File: config.mk
export PLATFORM = sky130hd
export DESIGN_NAME = pace_flat
export DESIGN_NICKNAME = d
export VERILOG_FILES = /design/src/rtl/pace_if.sv /design/src/rtl/pace.sv /design/src/flat_wrapper.sv
export SDC_FILE = /design/constraint.sdc
export NUM_CORES = 1
export LEC_CHECK = 0
export ABC_CLOCK_PERIOD_IN_PS = 4800
export CORE_UTILIZATION = 40
export DETAILED_ROUTE_END_ITERATION = 8
export HOLD_SLACK_MARGIN = 0.05
export PLACE_DENSITY = 0.59
export SYNTH_ARGS = -nofsm -noshare
export SYNTH_HDL_FRONTEND = slang
export SYNTH_SLANG_ARGS = --single-unit
File: constraint.sdc
create_clock -name clk -period 4.8 [get_ports clk]
set_clock_uncertainty 0.1 [all_clocks]
set_input_delay 0.72 -clock clk [delete_from_list [all_inputs] [get_ports clk]]
set_output_delay 0.72 -clock clk [all_outputs]
set_load 0.05 [all_outputs]
File: src/rtl/pace_if.sv
// DTI valid/ready stream: data and valid from the producer, ready from the consumer.
// A transfer happens on a cycle where valid and ready are both high.
interface dti #(
    parameter int W = 8
);
    logic         valid;
    logic         ready;
    logic [W-1:0] data;

    modport producer (output valid, output data, input ready);
    modport consumer (input valid, input data, output ready);
    modport master   (output valid, output data, input ready);
    modport slave    (input valid, input data, output ready);
endinterface

File: src/rtl/pace.sv
// Rate-pacing stage: buffers a bursty DTI stream in a small FIFO and releases
// at most one item per PERIOD-cycle slot, flagging empty and stalled slots.
module pace #(
    parameter int          PERIOD = 4,
    parameter int          DEPTH  = 4,
    parameter int          HOLD   = 1,
    parameter int unsigned INIT   = 0
) (
    input  logic                       clk,
    input  logic                       rst,
    dti.consumer                       din,
    dti.producer                       dout,
    output logic [$clog2(DEPTH+1)-1:0] level,
    output logic                       underrun,
    output logic                       missed
);
    localparam int W  = $bits(din.data);
    localparam int AW = $clog2(DEPTH);
    localparam int LW = $clog2(DEPTH + 1);
    localparam int CW = (PERIOD > 1) ? $clog2(PERIOD) : 1;

    logic [W-1:0]  mem [DEPTH];
    logic [AW:0]   wr_ptr;
    logic [AW:0]   rd_ptr;
    logic [CW-1:0] cnt;
    logic          out_valid;
    logic [W-1:0]  out_data;
    logic [W-1:0]  last_sent;

    logic full;
    logic empty;
    logic push;
    logic tick;
    logic slot_free;
    logic pop;

    // Pointers carry one extra wrap bit so full and empty can be told apart.
    assign empty     = (wr_ptr == rd_ptr);
    assign full      = (wr_ptr == {~rd_ptr[AW], rd_ptr[AW-1:0]});
    assign push      = din.valid && !full;
    assign tick      = (cnt == CW'(PERIOD - 1));
    assign slot_free = !out_valid || dout.ready;
    assign pop       = tick && slot_free && !empty;

    assign din.ready  = !full;
    assign dout.valid = out_valid;
    assign dout.data  = out_data;
    assign level      = LW'(wr_ptr - rd_ptr);

    always_ff @(posedge clk) begin
        if (push) begin
            mem[wr_ptr[AW-1:0]] <= din.data;
        end
    end

    always_ff @(posedge clk) begin
        if (rst) begin
            wr_ptr    <= '0;
            rd_ptr    <= '0;
            cnt       <= '0;
            out_valid <= 1'b0;
            out_data  <= W'(INIT);
            last_sent <= W'(INIT);
            underrun  <= 1'b0;
            missed    <= 1'b0;
        end else begin
            underrun <= 1'b0;
            missed   <= 1'b0;

            if (push) begin
                wr_ptr <= wr_ptr + (AW+1)'(1);
            end

            if (tick) begin
                cnt <= '0;
            end else begin
                cnt <= cnt + CW'(1);
            end

            if (out_valid && dout.ready) begin
                out_valid <= 1'b0;
            end

            // A slot reload overrides the handshake clear, giving back-to-back output.
            if (tick) begin
                if (slot_free) begin
                    if (!empty) begin
                        out_data  <= mem[rd_ptr[AW-1:0]];
                        last_sent <= mem[rd_ptr[AW-1:0]];
                        out_valid <= 1'b1;
                        rd_ptr    <= rd_ptr + (AW+1)'(1);
                    end else begin
                        underrun <= 1'b1;
                        if (HOLD != 0) begin
                            out_data  <= last_sent;
                            out_valid <= 1'b1;
                        end
                    end
                end else begin
                    missed <= 1'b1;
                end
            end
        end
    end

    logic unused_pop;
    assign unused_pop = pop;
endmodule

File: src/flat_wrapper.sv
// flat-port wrapper written by rule: the top's interface ports become plain ports
module pace_flat 
#(
    parameter int          PERIOD = 4,
    parameter int          DEPTH  = 4,
    parameter int          HOLD   = 1,
    parameter int unsigned INIT   = 0
)
  (clk, rst, level, underrun, missed, din_valid, din_data, din_ready, dout_valid, dout_data, dout_ready);
  dti #(.W(8)) din_i ();
  dti #(.W(8)) dout_i ();
  input  logic clk;
  input  logic rst;
  output logic [$clog2(DEPTH+1)-1:0] level;
  output logic underrun;
  output logic missed;
  input wire logic [$bits(din_i.valid)-1:0] din_valid;
  input wire logic [$bits(din_i.data)-1:0] din_data;
  output wire logic [$bits(din_i.ready)-1:0] din_ready;
  output wire logic [$bits(dout_i.valid)-1:0] dout_valid;
  output wire logic [$bits(dout_i.data)-1:0] dout_data;
  input wire logic [$bits(dout_i.ready)-1:0] dout_ready;
  assign din_i.valid = din_valid;
  assign din_i.data = din_data;
  assign din_ready = din_i.ready;
  assign dout_valid = dout_i.valid;
  assign dout_data = dout_i.data;
  assign dout_i.ready = dout_ready;
  pace #(.PERIOD(PERIOD), .DEPTH(DEPTH), .HOLD(HOLD), .INIT(INIT)) u_core (.clk(clk), .rst(rst), .din(din_i), .dout(dout_i), .level(level), .underrun(underrun), .missed(missed));
endmodule
### Word-level counts from Yosys, hierarchy flattened

Memory sizes are Yosys's and may differ from the RTL's. A register that Yosys moved wholly into a read port is not among the register bits.
Index checks and enable logic that the tools add are counted.

| storage, ports and cells | value |
|---|---|
| register bits | 11 |
| RAM bits | 32 |
| input port bits | 12 |
| output and inout port bits | 15 |
| logic and storage cells | 34 |
| memories | 1 |

| operators by class | value |
|---|---|
| $add $sub $neg | 4 |
| eq/ne operators | 3 |
| multiplexer cells | 7 |
| bitwise gates (word level) | 4 |
| reduce and logical (&&, ||, !) cells | 9 |

Memory list:

| memory | depth | width | rd ports | clocked after Yosys merged registers in | wr ports | RTL line | RTL |
|---|---|---|---|---|---|---|---|
| u_core.mem | 4 | 8 | 1 | 1 | 1 | pace.sv:22 | `logic [W-1:0] mem [DEPTH];` |

Operators with widths:

| kind | number |
|---|---|
| $mux W1 | 7 |
| $add A3 B1 Y3 const B | 2 |
| $eq A3 B3 Y1 | 2 |
| $not A1 Y1 | 4 |
| $reduce_or A2 Y1 | 2 |
| $reduce_and A3 Y1 | 1 |
| $reduce_or A3 Y1 | 1 |
| $sub A3 B3 Y3 | 1 |
| $add A2 B1 Y2 const B | 1 |
| $eq A2 B2 Y1 const B | 1 |
| $logic_and A1 B1 Y1 | 2 |
| $logic_not A1 Y1 | 2 |
| $logic_or A1 B1 Y1 | 1 |

### Longest topological paths before layout

| logic depth | value |
|---|---|
| depth in word-level cells | 6 |
| depth in mapped cells | 7 |
| depth with buffers taken out | 5 |

### Least setup slack after synthesis

No wires, ideal clock.

| timing | value |
|---|---|
| path kind | reg2out |
| start | register u_core.wr_ptr[0] |
| end | output level[2] |
| data arrival time | 1.916 ns |
| data required time | 3.980 ns |
| path slack | 2.064 ns |
| stages on the path, launching flop included | 5 |
| buffers on the path | 0 |
| cells stage by stage | dfxtp_1 > inv_1 > ha_1 > fa_1 > xnor2_1 |

| on the way | value |
|---|---|
| word-level cells in the longest chain between the ends | 1 |

RTL lines:

| what | RTL line | RTL |
|---|---|---|
| start, declared | pace.sv:23 | `logic [AW:0] wr_ptr;` |
| start signal, assigned | pace.sv:71 | `wr_ptr <= wr_ptr + (AW+1)'(1);` |
| $sub A3 B3 Y3 | pace.sv:48 | `assign level = LW'(wr_ptr - rd_ptr);` |
| end, declared | flat_wrapper.sv:14 | `output logic [$clog2(DEPTH+1)-1:0] level;` |

Every way passes these cells.

### Worst setup path after layout

| timing | value |
|---|---|
| start | register u_core.rd_ptr[0] |
| end | output din_ready |

| on the way | value |
|---|---|
| word-level cells in the longest chain between the ends | 2 |

RTL lines:

| what | RTL line | RTL |
|---|---|---|
| start, declared | pace.sv:24 | `logic [AW:0] rd_ptr;` |
| start signal, assigned | pace.sv:91 | `rd_ptr <= rd_ptr + (AW+1)'(1);` |
| $eq A3 B3 Y1 | pace.sv:39 | `assign full = (wr_ptr == {~rd_ptr[AW], rd_ptr[AW-1:0]});` |
| $logic_not A1 Y1 | pace.sv:45 | `assign din.ready = !full;` |
| end, declared | flat_wrapper.sv:19 | `output wire logic [$bits(din_i.ready)-1:0] din_ready;` |

Every way passes these cells.

==> run metrics <==
first-pass GRT wire length approximately 6400 µm; dpl ws 1580 ps; layout cells sized above 1 11.1%; CP Class flop to output port; Residual DRC 0; initial drt markers 124; CTS tree yes; CTS root buffer clkbuf_8; routed length per instance between 10 and 15 µm; Crit path largest cell delay 810 ps; Post-Syn Nets 185; DIE HEIGHT between 70 and 80 µm; I/O pin cnt 27; worst-case clock buffer depth 2; combinational cell fraction of total power 13.5%; cells along the critical path ha_1 -> and2_1 -> nand2b_1 -> clkdlybuf4s50_1; Net Sw Frac 24.6%; Syn-to-layout area delta 19.3%; number of vias per cell 5.01; Ys Warns 0; fin cells 260; P_int 0.000692 W; row count 26; vias in the first global route 1249; nets 210; max_slew headroom 44.4%; placed cell count 252; final hold violation count 0; Die ar. 5820 µm²; gpl congestion 0.751; worst hold slack approximately 340 ps; fin util between 50% and 60%; CP max stage cell clkdlybuf4s50_1; TNS Setup 0 ps; setup bufs post-CTS 0; RSZ-0062 raised after global routing false; DRT antenna net count 0; Leak 0.922 nW; max_cap viols 0; detailed-route via count 1302; Resized cells post-CTS 0; ANT cells 0; GR Overflow Total 0; Flop pwr share a little over half; Worst-path clk slew roughly 90 ps; top_reg_cell synth edfxtp_1; final WL 3790 µm; filler cell count roughly 470; Async S/R FF share, synth 0%; Chip Width 76.3 µm; Synth cell types 32; Synth Instances ~160; Hold Buf Count CTS 0; Clk network pwr share between 30% and 40%; Hold/Removal Path Class flop to flop; Post-synth EDFFs 32; CTS sink count 51; sequential share of the synthesized area 60.7%; Max Clk Rate 0.285 GHz; mean post-synth cell area approximately 13 µm²; power per cell area 349 nW/µm²; initial antenna violation count 0; final worst slack between 1000 and 1500 ps; post-layout min period 3510 ps; Port Buffers 26; Syn Std Cell Area 2210 µm²; CP max FO 13; core area 5200 µm²; top cell family by delay on the critical path buffers and inverters; Clock Latency Late Sink about 300 ps; pin count of the biggest net entering global routing 24; post-synthesis register bit count 51; TritonCTS Buffers 5; WP data arrival 2690 ps; total global-route track usage ~14%; final period utilization about three quarters; startpoint types flop; Switch Pwr around 0.00023 W; Slew @ Worst Pin ~830 ps; outcome complete, no violations; maximum vdd drop around 0.21 mV; Final HPWL DP 2690 µm; final setup vio count 0; Pre-antenna DRT Iters 4; htree depth 2; Buf/Inv on CP 1; Starting Density 42.4%; Slew Limit Fails 0; Setup crit end kind output port; required time worst endpoint 3980 ps
## cells in the mapped netlist, types with 4 or more instances
| master | n | share of area [%] |
|---|---|---|
| o211ai_1 | 8 | 2.7 |
| dfxtp_1 | 19 | 17 |
| nor2_1 | 6 | 1.0 |
| clkbuf_1 | 5 | 0.85 |
| nand2_1 | 4 | 0.68 |
| edfxtp_1 | 32 | 44 |
| nor2b_1 | 11 | 3.1 |
| inv_1 | 17 | 2.9 |
| ha_1 | 8 | 4.5 |
| mux4_2 | 8 | 8.2 |
| nand3_1 | 8 | 1.8 |
| and2_1 | 5 | 1.4 |
| o21ai_0 | 9 | 2.0 |
## layer usage
metal / up-vias / routed length, µm / global-route usage (%)
met5: - / 0 / 0
met4: 0 / 59 / 5.77
li1: 641 / - / -
met2: 30 / 1780 / 22.1
met3: 6 / 151 / 4.19
met1: 625 / 1790 / 19.0
## final timing paths
| kind | startpoint | endpoint | slack (ps) | depth (start not counted) |
|---|---|---|---|---|
| setup / recovery | u_core.rd_ptr[0] | din_ready | 1290 | 4 |
| hold / removal | u_core.cnt[0] | u_core.cnt[0] | 340 | 1 |
| setup reg to reg | u_core.rd_ptr[0] | u_core.rd_ptr[0] | 2320 | 4 |
| hold reg to reg | u_core.cnt[0] | u_core.cnt[0] | 340 | 1 |
## placed cells by master, fill, tap and decap left out, types with 3 or more instances in the layout
master,instances
nor2b_1,11
nand2_1,4
nand3_1,8
clkdlybuf4s50_1,26
and2_1,5
clkbuf_8,5
dfxtp_1,19
ha_1,8
nor2_1,6
mux4_2,8
o21ai_0,9
inv_1,17
mux2_2,3
edfxtp_1,32
o211ai_1,8
## flip-flops by register name, indices dropped and copies added (netlist names)
register / count
u_core.cnt: 2
u_core.dout.data: 8
u_core.dout.valid: 1
u_core.mem: 32
u_core.missed: 1
u_core.rd_ptr: 3
u_core.underrun: 1
u_core.wr_ptr: 3
## cells by family after synthesis
| family | after synthesis | share of synthesized area, % |
|---|---|---|
| compound gates | 25 | 8.16 |
| buf+inv | 25 | 4.42 |
| fa+ha+maj | 9 | 5.44 |
| xor+xnor | 2 | 1.13 |
| simple gates | 40 | 9.97 |
| flops | 51 | 60.7 |
| mux | 12 | 10.1 |
## metrics by stage
| step | instance area (µm²) | power (W) |
|---|---|---|
| 2_1_floorplan | 2210 | 0.000592 |
| 3_3_place_gp | 2520 | 0.000632 |
| 3_5_place_dp | 2520 | 0.000635 |
| 4_1_cts | 2630 | 0.000929 |
| 5_1_grt | 2630 | 0.000958 |
| 6_report | 2630 | 0.000919 |
## cell type report
type | instances | area [µm²] | share of cell area (%)
Multi-Input combinational cell | 88 | 769 | 29.2
Timing Repair Buffer | 26 | 260 | 9.88
Inverter | 17 | 63.8 | 2.42
Clock buffer | 5 | 68.8 | 2.61
Tap cell | 70 | 87.6 | 3.33
Sequential cell | 51 | 1340 | 50.9
Clock inverter | 3 | 42.5 | 1.62
## power groups by stage
stage | Clock [W] | Combinational [W] | Sequential [W]
2_1_floorplan | 0 | 0.0000651 | 0.000526
3_3_place_gp | 0 | 0.000123 | 0.000509
3_5_place_dp | 0 | 0.000125 | 0.000510
4_1_cts | 0.000303 | 0.000126 | 0.000500
5_1_grt | 0.000321 | 0.000135 | 0.000503
6_report | 0.000295 | 0.000124 | 0.000499
No activity file was read; power rests on OpenSTA's default activity.
